## src/rtl/param_alu_dut.sv

```systemverilog
// param_alu_dut: register-addressed A/B input FIFOs combined by a runtime-selected ALU op into a
// result FIFO. Define ALU_DUT_LEVEL_EN to expose A and Y occupancy on read addresses 6 and 7.

module param_alu_fifo #(
  parameter int WIDTH = 8,
  parameter int DEPTH = 4
) (
  input  logic                     CLK,
  input  logic                     RST,
  input  logic                     push,
  input  logic [WIDTH-1:0]         push_data,
  input  logic                     pop,
  output logic [WIDTH-1:0]         head,
  output logic [$clog2(DEPTH):0]   count
);
  localparam int AW = $clog2(DEPTH);
  localparam logic [AW:0] PTR_ONE    = {{AW{1'b0}}, 1'b1};
  localparam logic [AW:0] FULL_COUNT = (AW + 1)'(DEPTH);

  // Pointers carry one extra wrap bit so full and empty stay distinguishable.
  logic [AW:0]      wr_ptr;
  logic [AW:0]      rd_ptr;
  logic [WIDTH-1:0] mem [DEPTH];
  logic             push_ok;
  logic             pop_ok;

  assign count   = wr_ptr - rd_ptr;
  assign push_ok = push && (count != FULL_COUNT);
  assign pop_ok  = pop && (count != '0);
  assign head    = mem[rd_ptr[AW-1:0]];

  // NOTE: state registers use non-blocking assignments so every flop samples pre-edge values.
  always_ff @(posedge CLK or posedge RST) begin
    if (RST) begin
      wr_ptr <= '0;
      rd_ptr <= '0;
    end else begin
      if (push_ok) wr_ptr <= wr_ptr + PTR_ONE;
      if (pop_ok)  rd_ptr <= rd_ptr + PTR_ONE;
    end
  end

  // NOTE: storage is deliberately not reset; the pointers alone define which entries are valid.
  always_ff @(posedge CLK) begin
    if (push_ok) mem[wr_ptr[AW-1:0]] <= push_data;
  end

endmodule

module param_alu_dut #(
  parameter int WIDTH     = 8,
  parameter int IN_DEPTH  = 4,
  parameter int OUT_DEPTH = 8
) (
  input  logic             CLK,
  input  logic             RST,
  input  logic             write_en,
  input  logic [2:0]       write_address,
  input  logic [WIDTH-1:0] write_data,
  output logic             write_rdy,
  input  logic             read_en,
  input  logic [2:0]       read_address,
  output logic [WIDTH-1:0] read_data,
  output logic             read_rdy
);
  typedef enum logic [1:0] {
    OP_XOR = 2'd0,
    OP_AND = 2'd1,
    OP_OR  = 2'd2,
    OP_ADD = 2'd3
  } alu_op_e;

  localparam logic [2:0] WADDR_A   = 3'd4;
  localparam logic [2:0] WADDR_B   = 3'd5;
  localparam logic [2:0] WADDR_OP  = 3'd6;
  localparam logic [2:0] RADDR_Y   = 3'd3;
  localparam logic [2:0] RADDR_ERR = 3'd4;

  localparam int IN_CW  = $clog2(IN_DEPTH) + 1;
  localparam int OUT_CW = $clog2(OUT_DEPTH) + 1;

  logic [IN_CW-1:0]  a_count;
  logic [IN_CW-1:0]  b_count;
  logic [OUT_CW-1:0] y_count;
  logic [WIDTH-1:0]  a_head;
  logic [WIDTH-1:0]  b_head;
  logic [WIDTH-1:0]  y_head;
  logic [WIDTH-1:0]  alu_y;
  logic [WIDTH-1:0]  read_mux;

  logic a_full, b_full, y_full;
  logic a_empty, b_empty, y_empty;
  logic wr_a, wr_b, wr_op;
  logic rd_y, rd_err;
  logic compute;
  logic y_pop;
  logic overflow_event, underflow_event;
  logic overflow_q, underflow_q;
  alu_op_e op_q;

  assign a_full  = (a_count == IN_CW'(IN_DEPTH));
  assign b_full  = (b_count == IN_CW'(IN_DEPTH));
  assign y_full  = (y_count == OUT_CW'(OUT_DEPTH));
  assign a_empty = (a_count == '0);
  assign b_empty = (b_count == '0);
  assign y_empty = (y_count == '0);

  assign wr_a   = write_en && (write_address == WADDR_A);
  assign wr_b   = write_en && (write_address == WADDR_B);
  assign wr_op  = write_en && (write_address == WADDR_OP);
  assign rd_y   = read_en && (read_address == RADDR_Y);
  assign rd_err = read_en && (read_address == RADDR_ERR);

  // A result pops Y before compute may refill it: a full Y stalls compute for that cycle.
  assign compute = !a_empty && !b_empty && !y_full;
  assign y_pop   = rd_y && !y_empty;

  assign overflow_event  = (wr_a && a_full) || (wr_b && b_full);
  assign underflow_event = rd_y && y_empty;

  always_comb begin
    write_rdy = 1'b1;
    if (write_address == WADDR_A)      write_rdy = !a_full;
    else if (write_address == WADDR_B) write_rdy = !b_full;
  end

  param_alu_fifo #(.WIDTH(WIDTH), .DEPTH(IN_DEPTH)) u_fifo_a (
    .CLK       (CLK),
    .RST       (RST),
    .push      (wr_a),
    .push_data (write_data),
    .pop       (compute),
    .head      (a_head),
    .count     (a_count)
  );

  param_alu_fifo #(.WIDTH(WIDTH), .DEPTH(IN_DEPTH)) u_fifo_b (
    .CLK       (CLK),
    .RST       (RST),
    .push      (wr_b),
    .push_data (write_data),
    .pop       (compute),
    .head      (b_head),
    .count     (b_count)
  );

  param_alu_fifo #(.WIDTH(WIDTH), .DEPTH(OUT_DEPTH)) u_fifo_y (
    .CLK       (CLK),
    .RST       (RST),
    .push      (compute),
    .push_data (alu_y),
    .pop       (y_pop),
    .head      (y_head),
    .count     (y_count)
  );

  // NOTE: every combinational output gets a default first so no path can infer a latch.
  always_comb begin
    alu_y = '0;
    unique case (op_q)
      OP_XOR: alu_y = a_head ^ b_head;
      OP_AND: alu_y = a_head & b_head;
      OP_OR:  alu_y = a_head | b_head;
      OP_ADD: alu_y = a_head + b_head;
    endcase
  end

  always_comb begin
    read_mux = '0;
    case (read_address)
      3'd0: read_mux = WIDTH'(!a_full);
      3'd1: read_mux = WIDTH'(!b_full);
      3'd2: read_mux = WIDTH'(!y_empty);
      3'd3: read_mux = y_empty ? '0 : y_head;
      3'd4: read_mux = WIDTH'({underflow_q, overflow_q});
      3'd5: read_mux = WIDTH'(op_q);
`ifdef ALU_DUT_LEVEL_EN
      3'd6: read_mux = WIDTH'(a_count);
      3'd7: read_mux = WIDTH'(y_count);
`endif
      default: read_mux = '0;
    endcase
  end

  // A new error event on the same edge as the clearing read wins over the clear.
  always_ff @(posedge CLK or posedge RST) begin
    if (RST) begin
      op_q        <= OP_XOR;
      overflow_q  <= 1'b0;
      underflow_q <= 1'b0;
    end else begin
      if (wr_op) op_q <= alu_op_e'(write_data[1:0]);
      overflow_q  <= overflow_event  || (overflow_q  && !rd_err);
      underflow_q <= underflow_event || (underflow_q && !rd_err);
    end
  end

  always_ff @(posedge CLK or posedge RST) begin
    if (RST) begin
      read_data <= '0;
      read_rdy  <= 1'b0;
    end else begin
      read_rdy <= read_en;
      if (read_en) read_data <= read_mux;
    end
  end

endmodule

```

## config.mk

```make
export PLATFORM = sky130hd
export DESIGN_NAME = param_alu_dut
export DESIGN_NICKNAME = d
export VERILOG_FILES = /design/src/rtl/param_alu_dut.sv
export SDC_FILE = /design/constraint.sdc
export NUM_CORES = 1
export LEC_CHECK = 0
export ABC_AREA = 1
export ABC_CLOCK_PERIOD_IN_PS = 2600
export CORE_MARGIN = 5
export CORE_UTILIZATION = 45
export CTS_CLUSTER_DIAMETER = 150
export DETAILED_ROUTE_END_ITERATION = 16
export HOLD_SLACK_MARGIN = 0.05
export PLACE_DENSITY_LB_ADDON = 0.12
export SYNTH_ARGS = -nofsm -noshare
export SYNTH_HDL_FRONTEND = slang
export SYNTH_SLANG_ARGS = --single-unit
```

## constraint.sdc

```tcl
create_clock -name CLK -period 2.6 [get_ports CLK]
set_input_delay 0.39 -clock CLK [delete_from_list [all_inputs] [get_ports CLK]]
set_output_delay 0.39 -clock CLK [all_outputs]
set_load 0.1 [all_outputs]
```

* After elaboration in Yosys (flattened, before gate mapping) *
Memories as Yosys holds them, arrays and structs flattened.
Cells that the tools add are included.

cells by class
  reduce and logical (&&, ||, !) cells = 37
  eq/ne operators = 17
  $add $sub $neg = 10
  bitwise gates (word level) = 3
  muxes and demuxes = 11

operators with widths
  kind                                                             number
  8-bit one-hot mux with 6 select lines                            1
  8-bit one-hot mux with 4 select lines                            1
  3-bit == test, second input constant                             7
  1-bit logical AND                                                19
  3-bit by 1-bit adder with 3-bit output, second input constant    4
  3-bit zero test                                                  3
  4-bit by 1-bit adder with 4-bit output, second input constant    2
  8-bit adder                                                      1
  8-bit AND                                                        1
  1-bit 2-to-1 mux                                                 8
  8-bit 2-to-1 mux                                                 1
  8-bit OR                                                         1
  8-bit XOR                                                        1
  1-bit zero test                                                  7
  3-bit by 2-bit == test with 1-bit output, second input constant  2
  3-bit != test, second input constant                             2
  3-bit nonzero test                                               2
  3-bit subtractor                                                 2
  2-bit == test, second input constant                             2
  4-bit == test, second input constant                             1
  4-bit zero test                                                  1
  4-bit != test, second input constant                             1
  4-bit nonzero test                                               1
  4-bit subtractor                                                 1
  4 further kinds                                                  6

storage, ports and cells
  register bits = 33
  bits in writable memories = 128
  word-level logic and storage cells = 92
  memories = 3

memory list
  memory        depth  bits a word  read ports  clocked after memory_dff  write ports  RTL line  source
  u_fifo_y.mem  8      8            1           0                         1            23        logic [WIDTH-1:0] mem [DEPTH];
  u_fifo_a.mem  4      8            1           0                         1            23
  u_fifo_b.mem  4      8            1           0                         1            23

* Depth between registers and ports, before layout *
Gate-level depths: netlist of run 1.

  depth in word-level cells = 8
  depth in mapped cells = 15
  gate-level depth less buffers = 13

* By module *
From an unflattened synthesis of run 1, not the netlist that was laid out.

unflattened totals
  cell total of the unflattened synthesis = 773
  area, all modules = 7,886.3 µm²

by module, submodules not included
  module                         times used  area an instance (µm²)  cells an instance  seq. area each (µm²)
  param_alu_fifo (u_fifo_a ...)  2           1,675.4                 145                1,111.1
  param_alu_fifo (u_fifo_y)      1           3,134.3                 276                2,122.0
  param_alu_dut                  1           1,401.3                 207                325.3

* Least setup slack after synthesis of run 1 *
Ideal clock, no wire load.

  path kind = reg-to-reg
  start = register u_fifo_b.rd_ptr[1]
  end = memory u_fifo_y.mem[5][0] (enable)
  data arrival time = 2.235 ns
  period minus slack after synthesis = 2.618 ns
  data required time = 2.217 ns
  setup slack = -0.018 ns
  library setup time = 0.383 ns
  cell stages (with the launch flop) = 13
  cells stage by stage = dfrtp_1 -> clkinv_1 -> clkbuf_1 -> ha_1 -> nand2_1 -> nand2_1 -> nand2_1 -> nand2_1 -> nand2_1 -> nand2_2 -> inv_4 -> nand3_1 -> nor3_1

between the ends
  word-level cells in the longest chain between the ends = 8

ends and longest elaborated chain
  item                                    RTL line  source
  start, declared                         22        logic [AW:0] rd_ptr;
  start signal, assigned                  39        if (pop_ok) rd_ptr <= rd_ptr + PTR_ONE;
  3-bit subtractor                        27        assign count = wr_ptr - rd_ptr;
  3-bit zero test                         105       assign b_empty = (b_count == '0);
  1-bit zero test                         115       assign compute = !a_empty && !b_empty && !y_full;
  1-bit logical AND (2 in a row)          115
  1-bit logical AND                       28        assign push_ok = push && (count != FULL_COUNT);
  1-bit 2-to-1 mux                        45        if (push_ok) mem[wr_ptr[AW-1:0]] <= push_data;
  1-bit 2-to-1 mux (not written as such)  45
  end, declared                           23

Every way passes these cells.

* Worst setup path in the final report of run 1 *
  start = register u_fifo_a.rd_ptr[0]
  end = memory u_fifo_y.mem[6][5] (data pin)

between the ends
  word-level cells in the longest chain between the ends = 3
  elaborated cells on any way between the ends = 6

ends and longest elaborated chain
  item                                       RTL line  source
  start, declared                            22
  start signal, assigned                     39
  memory read 4 x 8 bit (*)                  -
  8-bit adder, or another cell as far along  164       OP_ADD: alu_y = a_head + b_head;
  8-bit one-hot mux with 4 select lines (*)  160       unique case (op_q)
  via alu_y[5]                               88        logic [WIDTH-1:0] alu_y;

The timed path passes the listed nets; every way through them passes the cells marked *.

==> impl_metrics.json, run 1 <==
{
  "clk_pin_slew_ns": 0.06,
  "setup_violations": 0,
  "cp-end-kind": "register",
  "synth_seq_cells": 161,
  "start_util": 0.461,
  "tightest_slew_ns": 0.684,
  "die_area_um2": 19800,
  "syn_inst": 745,
  "yosysWarnings": 0,
  "globalplace.congestion": 0.785,
  "r2r_start": "u_fifo_a.rd_ptr[0]$_DFFE_PP0P_",
  "portBuffers": 27,
  "avgViaCountPerCell": 5.04,
  "cts_inserted_buffers": 17,
  "synth_cell_types": 37,
  "syn-num-nets": 799,
  "wl_um": 17100,
  "synth_area_leaders": "edfxtp_1 (50%), dfrtp_1 (11%), nand2_1 (10%)",
  "root_buffer": "clkbuf_16",
  "power_density_nw_per_um2": 1470,
  "core_area_um2": 16600,
  "finish.utilization": 0.568,
  "syn-cell-area_um2": 7670,
  "synth.top_cell.area_share": 0.501,
  "drive_above_1_share": 0.197,
  "grt_usage": 0.170,
  "grt_overflow_total": 0,
  "clk_latency_ns": 0.42,
  "grt_pass1_vias": 5130,
  "fin_nets": 884,
  "routedWlPerCell_um": 16.0,
  "hold_path_class": "in -> async",
  "dr_total_vias": 5357,
  "drt_iter0_drc": 363,
  "die-width_um": 141,
  "fin_skew_ns": 0.00777,
  "relSlewSlack": 0.542,
  "ios": 28,
  "drt_pass1_iterations": 5,
  "p_leak_nw": 3.89,
  "worstPathArrival_ns": 2.69,
  "seq_area_frac_synth": 0.609,
  "cts_tree": "done",
  "antenna_found_initial": 0,
  "grt_pass1_wl_um": 26200,
  "clock_sinks": 161,
  "dp.cells": 1017,
  "drv_slew": 0,
  "avgSynthCellArea_um2": 10.3,
  "peakVddDrop_uv": 648,
  "hold_viol_final": 0,
  "htree_num_levels": 4,
  "drc": 0,
  "crit_type": "reg -> reg",
  "grt_max_degree": 36,
  "cts_buffer_depth": 2,
  "cp-startpoint": "u_fifo_a.rd_ptr[0]$_DFFE_PP0P_",
  "synth_area_leader_cell": "edfxtp_1",
  "die_h_um": 141,
  "period_needed_ns": 2.51,
  "status": "completed",
  "whs_ns": 0.373,
  "rows": 47,
  "total_power_w": 0.0139,
  "max_freq_ghz": 0.398,
  "rsz0062_at_grt": "yes",
  "hpwl_um": 11500,
  "syn_to_final_growth_pct": 23.3,
  "fin_crit_sh": 0.967,
  "worst_ep_required_time_ns": 2.77,
  "critPathMaxFanout": 16,
  "max_cap_viol_count": 0,
  "antenna_cells": 0,
  "ant_nets": 0,
  "setup_tns_ns": 0,
  "layoutNonFillerInstCount": 1063,
  "start_kind": "register"
}
where the power goes:
group,total [W],internal (W),switching (W)
logic,0.00725,0.00287,0.00438
clock network,0.00232,0.00132,0.00100
registers,0.00432,0.00400,0.000316
kinds of logic after synthesis:
logic type | synth area share
AOI/OAI and AO/OA | 0.0701
xor gates and xnor gates | 0.0160
adders and majority gates | 0.0587
buffers and inverters | 0.0538
DFF | 0.609
and+or+nand+nor | 0.193
cells in the mapped netlist, drive strengths merged:
cell	instances
inv	75
dfrtp	33
clkinv	5
nand3	63
o21ai	16
a31oi	3
o22ai	6
a21oi	35
clkbuf	5
nand3b	1
a21boi	2
a32oi	16
o21a	1
nand2	219
nor2	42
buf	17
nor3	3
xor2	11
ha	36
xnor2	3
o211ai	2
o2111ai	3
edfxtp	128
nand4	10
or2	10
through the flow:
stage          area (µm²)  setup slack (ns)
5_1_grt              9460           -0.0683
3_5_place_dp         8500            -0.170
4_1_cts              9130          0.000214
2_1_floorplan        7680            0.0595
6_report             9460            0.0857
3_3_place_gp         8500            -0.100
worst paths after layout:
kind	endpoint	slack (ns)	cells after the start
worst min-delay path	read_data[0]$_DFFE_PP0P_	0.37	3
worst max-delay path	u_fifo_y.mem[6][5]$_DFFE_PP_	0.09	13
min in group CLK	read_data[0]$_DFFE_PP0P_	0.49	2
worst max register to register	u_fifo_y.mem[6][5]$_DFFE_PP_	0.09	13
worst min register to register	read_data[0]$_DFFE_PP0P_	0.49	2
max in group asynchronous	u_fifo_b.rd_ptr[0]$_DFFE_PP0P_	1.89	3
cells in the final DEF, fill, tap and decap left out, types with 3 or more instances in the layout:
master / count
clkinvlp_4: 3
o21ai_0: 8
nand2_1: 206
nand4_1: 10
xor2_1: 11
ha_4: 8
edfxtp_1: 128
a32oi_1: 7
or2_2: 6
clkdlybuf4s50_1: 17
nor2_1: 40
clkbuf_16: 17
or2_1: 4
o21ai_1: 5
xnor2_1: 3
ha_1: 28
clkinv_4: 5
a31oi_1: 3
clkinv_1: 4
inv_2: 10
a32oi_2: 8
buf_12: 6
buf_4: 60
dfrtp_1: 33
nand3_2: 5
o22ai_1: 5
inv_1: 65
a21oi_1: 33
nand3_1: 57
buf_8: 3
o21ai_2: 3
nand2_2: 12
metal layers:
metal,share of wire,track usage,vias to the layer above
met2,0.51,0.295,83
met1,0.45,0.217,2557
met3,0.029,0.0278,16
met4,0.0087,0.0551,0
met5,0,0,-
li1,-,-,2701
worst max-delay path, cell delays in order, from the launching register on:
cell and delay [ns]:
dfrtp_1 0.43, buf_8 0.18, nand2_1 0.09, a32oi_2 0.27
inv_1 0.12, ha_4 0.30, nand2_2 0.06, inv_1 0.07
nand4_1 0.14, nand3_1 0.13, nand2_1 0.05, nand3_1 0.08
o2111ai_2 0.16, buf_6 0.18
area by class of cell:
cell class	instances	area, µm²
clock buffers	19	433
clock inverters	13	114
fillers	1437	7180
inverters	80	313
multi-input cells	482	2850
flip-flops and latches	161	4670
well taps	220	275
repair buffers	88	808
state kept, by name (all words and copies together) (netlist names):
name	flops
u_fifo_b.rd_ptr	3
underflow_q	1
u_fifo_y.mem	64
u_fifo_a.mem	32
u_fifo_a.wr_ptr	3
u_fifo_a.rd_ptr	3
u_fifo_b.wr_ptr	3
overflow_q	1
u_fifo_y.wr_ptr	4
read_data	8
op_q	2
u_fifo_b.mem	32
read_rdy	1
u_fifo_y.rd_ptr	4
timing repair:
action                                  CTS  global route
setup buffers                             2            12
hold buffers                              0             0
endpoints found under the setup margin  129            49
gates cloned                              0             0
pin swaps                                 1            13
resized for setup                        11            44
No activity file was read; power rests on OpenSTA's default activity.
==> run 2, diff against run 1 <==
- CORE_UTILIZATION: 45 -> 55
- SYNTH_HIERARCHICAL: unset -> 1
==> impl_metrics.json, run 2 <==
{
  "grt_pass1_wl_um": 28000,
  "peakVddDrop_uv": 1000,
  "seq_area_frac_synth": 0.592,
  "synth.top_cell.area_share": 0.487,
  "fin_skew_ns": 0.00846,
  "die_area_um2": 16800,
  "synth_seq_cells": 161,
  "root_buffer": "clkbuf_16",
  "period_needed_ns": 2.55,
  "p_leak_nw": 3.95,
  "syn_inst": 773,
  "ios": 28,
  "ys_top_cells_by_count": "nand2_1 (155), edfxtp_1 (128), nor2_1 (100), inv_1 (72), o21ai_0 (48)",
  "reg2reg_to": "u_fifo_y/mem[3][5]$_DFFE_PP_",
  "syn-cell-area_um2": 7890,
  "power_density_nw_per_um2": 1480,
  "grt_overflow_total": 0,
  "synthFlopType": "edfxtp_1",
  "drc": 0,
  "p_switching_w": 0.00596,
  "avgSynthCellArea_um2": 10.2,
  "avgViaCountPerCell": 5.50,
  "r2r_slack_ns": 0.09,
  "start_kind": "register",
  "setup.worst_path.end": "write_rdy",
  "die_h_um": 130,
  "critPathTopFamily": "adder cells",
  "synth_edf_count": 128,
  "grt_pass1_vias": 5743,
  "cpPeakStageDelay_ns": 0.53,
  "seq_power_share": 0.294,
  "setup_slack_ns": 0.0484,
  "drv_slew": 0,
  "syn_to_final_growth_pct": 21.2,
  "syn-num-nets": 828,
  "cts_tree": "done",
  "clk_latency_ns": 0.42,
  "htree_num_levels": 4,
  "whs_ns": 0.339,
  "drt_pass1_iterations": 5,
  "slowest_stage": "fa_2",
  "post-place-ws_ns": -0.109,
  "portBuffers": 27,
  "clk_pin_slew_ns": 0.06,
  "p_sw_frac": 0.422,
  "wl_um": 17100,
  "fillers": 1076,
  "setup_violations": 0,
  "critPathMostFrequentCell": "nor2_4",
  "hold_path_class": "in -> async",
  "ant_nets": 0,
  "r2r_start": "u_fifo_a/rd_ptr[0]$_DFFE_PP0P_",
  "status": "completed",
  "finish.utilization": 0.684,
  "grt_max_degree": 37,
  "antenna_found_initial": 0,
  "path_buf_inv": 2,
  "fin_crit_sh": 0.981,
  "postCtsHoldBufs": 0,
  "drive_above_1_share": 0.212,
  "synth_area_leader_cell": "edfxtp_1",
  "synth_cell_types": 45,
  "largest_reg_flops": 64,
  "cp-startpoint": "u_fifo_b/rd_ptr[0]$_DFFE_PP0P_",
  "hpwl_um": 12100,
  "fin_nets": 910,
  "max_cap_viol_count": 0,
  "worst_ep_required_time_ns": 2.21,
  "clock_sinks": 161,
  "globalplace.congestion": 0.875,
  "p_int_w": 0.00817,
  "tightest_slew_ns": 0.591,
  "routedWlPerCell_um": 16.3,
  "cts_inserted_buffers": 17,
  "final_common_cell": "nand2_1",
  "reg2reg_depth": 10,
  "grt_usage": 0.215,
  "hold_viol_final": 0,
  "combPwrFrac": 0.541,
  "worstPathArrival_ns": 2.16,
  "drt_iter0_drc": 446,
  "synth_area_leaders": "edfxtp_1 (49%), dfrtp_1 (10%), nand2_1 (7.4%)",
  "yosysMostFrequentCell": "nand2_1",
  "max_freq_ghz": 0.392,
  "path_cells": "ha_2, fa_2, inv_1, nor2_2, nand2_2, nor2_4, nor2_4, buf_12",
  "rows": 43,
  "rsz0062_at_grt": "yes",
  "critPathMaxFanout": 3,
  "cp.depth": 8,
  "cp-end-kind": "output port",
  "dr_total_vias": 5761,
  "start_util": 0.564,
  "regArea_um2": 4670,
  "async_flop_share": 0.205,
  "core_area_um2": 14000,
  "multiInputGateArea_um2": 3050,
  "antenna_cells": 0,
  "clkPwrFrac": 0.165,
  "die-width_um": 130,
  "yosysWarnings": 6,
  "layout_common_cells": "nand2_1 (152), edfxtp_1 (128), nor2_1 (88), inv_1 (64), buf_4 (58)",
  "relSlewSlack": 0.605,
  "crit_type": "reg -> out",
  "cts_buffer_depth": 2
}
## run 2: how the worst min path moves through the flow
stage | slack [ns] | cells after the start | to
finish | 0.34 | 2 | u_fifo_a/wr_ptr[2]$_DFFE_PP0P_
global route | 0.35 | 2 | u_fifo_a/wr_ptr[0]$_DFFE_PP0P_
CTS | 0.31 | 2 | u_fifo_a/wr_ptr[2]$_DFFE_PP0P_
global placement | 0.48 | 1 | underflow_q$_DFF_PP0_
detailed placement | 0.49 | 1 | underflow_q$_DFF_PP0_
floorplan | 0.18 | 1 | u_fifo_a/rd_ptr[0]$_DFFE_PP0P_
## run 2: layer usage
metal | wire [µm] | vias to the layer above | GRT usage
met3 | 655 | 22 | 0.0508
met4 | 273 | 0 | 0.0642
li1 | - | 2810 | -
met2 | 8980 | 132 | 0.384
met1 | 7150 | 2797 | 0.260
met5 | 0 | - | 0
## run 2: kinds of logic (layout without fill, tap and decap cells)
kind of cell / count (synthesis) / in the layout / share of synthesized area
AO/OA/AOI/OAI: 121 / 121 / 0.0912
XOR/XNOR: 5 / 5 / 0.00555
adder cells (fa/ha/maj): 37 / 37 / 0.0616
buffers and inverters: 105 / 200 / 0.0538
flip-flops: 161 / 161 / 0.592
multiplexers: 1 / 1 / 0.00143
AND/OR/NAND/NOR: 343 / 343 / 0.194
## run 2: worst reg2reg max path, stage by stage, from the launching register on
cell      delay, ns
dfrtp_1        0.44
ha_2           0.21
fa_2           0.35
inv_2          0.07
nand3_2        0.08
nand2_2        0.09
nor3_1         0.07
a211oi_4       0.33
nand2_4        0.12
buf_6          0.15
nor2_4         0.26
## run 2: power groups by stage
stage	registers (W)	clock network (W)	logic, W
2_1_floorplan	0.00430	0	0.00476
3_3_place_gp	0.00417	0	0.00661
3_5_place_dp	0.00420	0	0.00685
4_1_cts	0.00414	0.00237	0.00699
5_1_grt	0.00422	0.00249	0.00852
6_report	0.00416	0.00233	0.00764
## run 2: repair_timing
item	in CTS	in global routing
setup endpoints to repair	33	111
pin swaps	2	12
buffers inserted	2	10
resized for setup	7	40
cloned	0	0
## run 2: stage by stage
stage / area, µm² / instances / setup TNS [ns] / power (W)
6_report: 9560 / 1048 / 0 / 0.0141
5_1_grt: 9560 / 1048 / -0.477 / 0.0152
4_1_cts: 9290 / 1038 / 0 / 0.0135
3_3_place_gp: 8700 / 1004 / -0.0336 / 0.0108
3_5_place_dp: 8700 / 1004 / -2.02 / 0.0110
2_1_floorplan: 7990 / 773 / -4.99 / 0.00907
## run 2: cell type report
class	instances	area share
clock buffers	19	0.0453
clock inverters	13	0.0126
inverters	85	0.0351
multi-input cells	507	0.319
flip-flops and latches	161	0.489
well taps	180	0.0236
repair buffers	83	0.0764
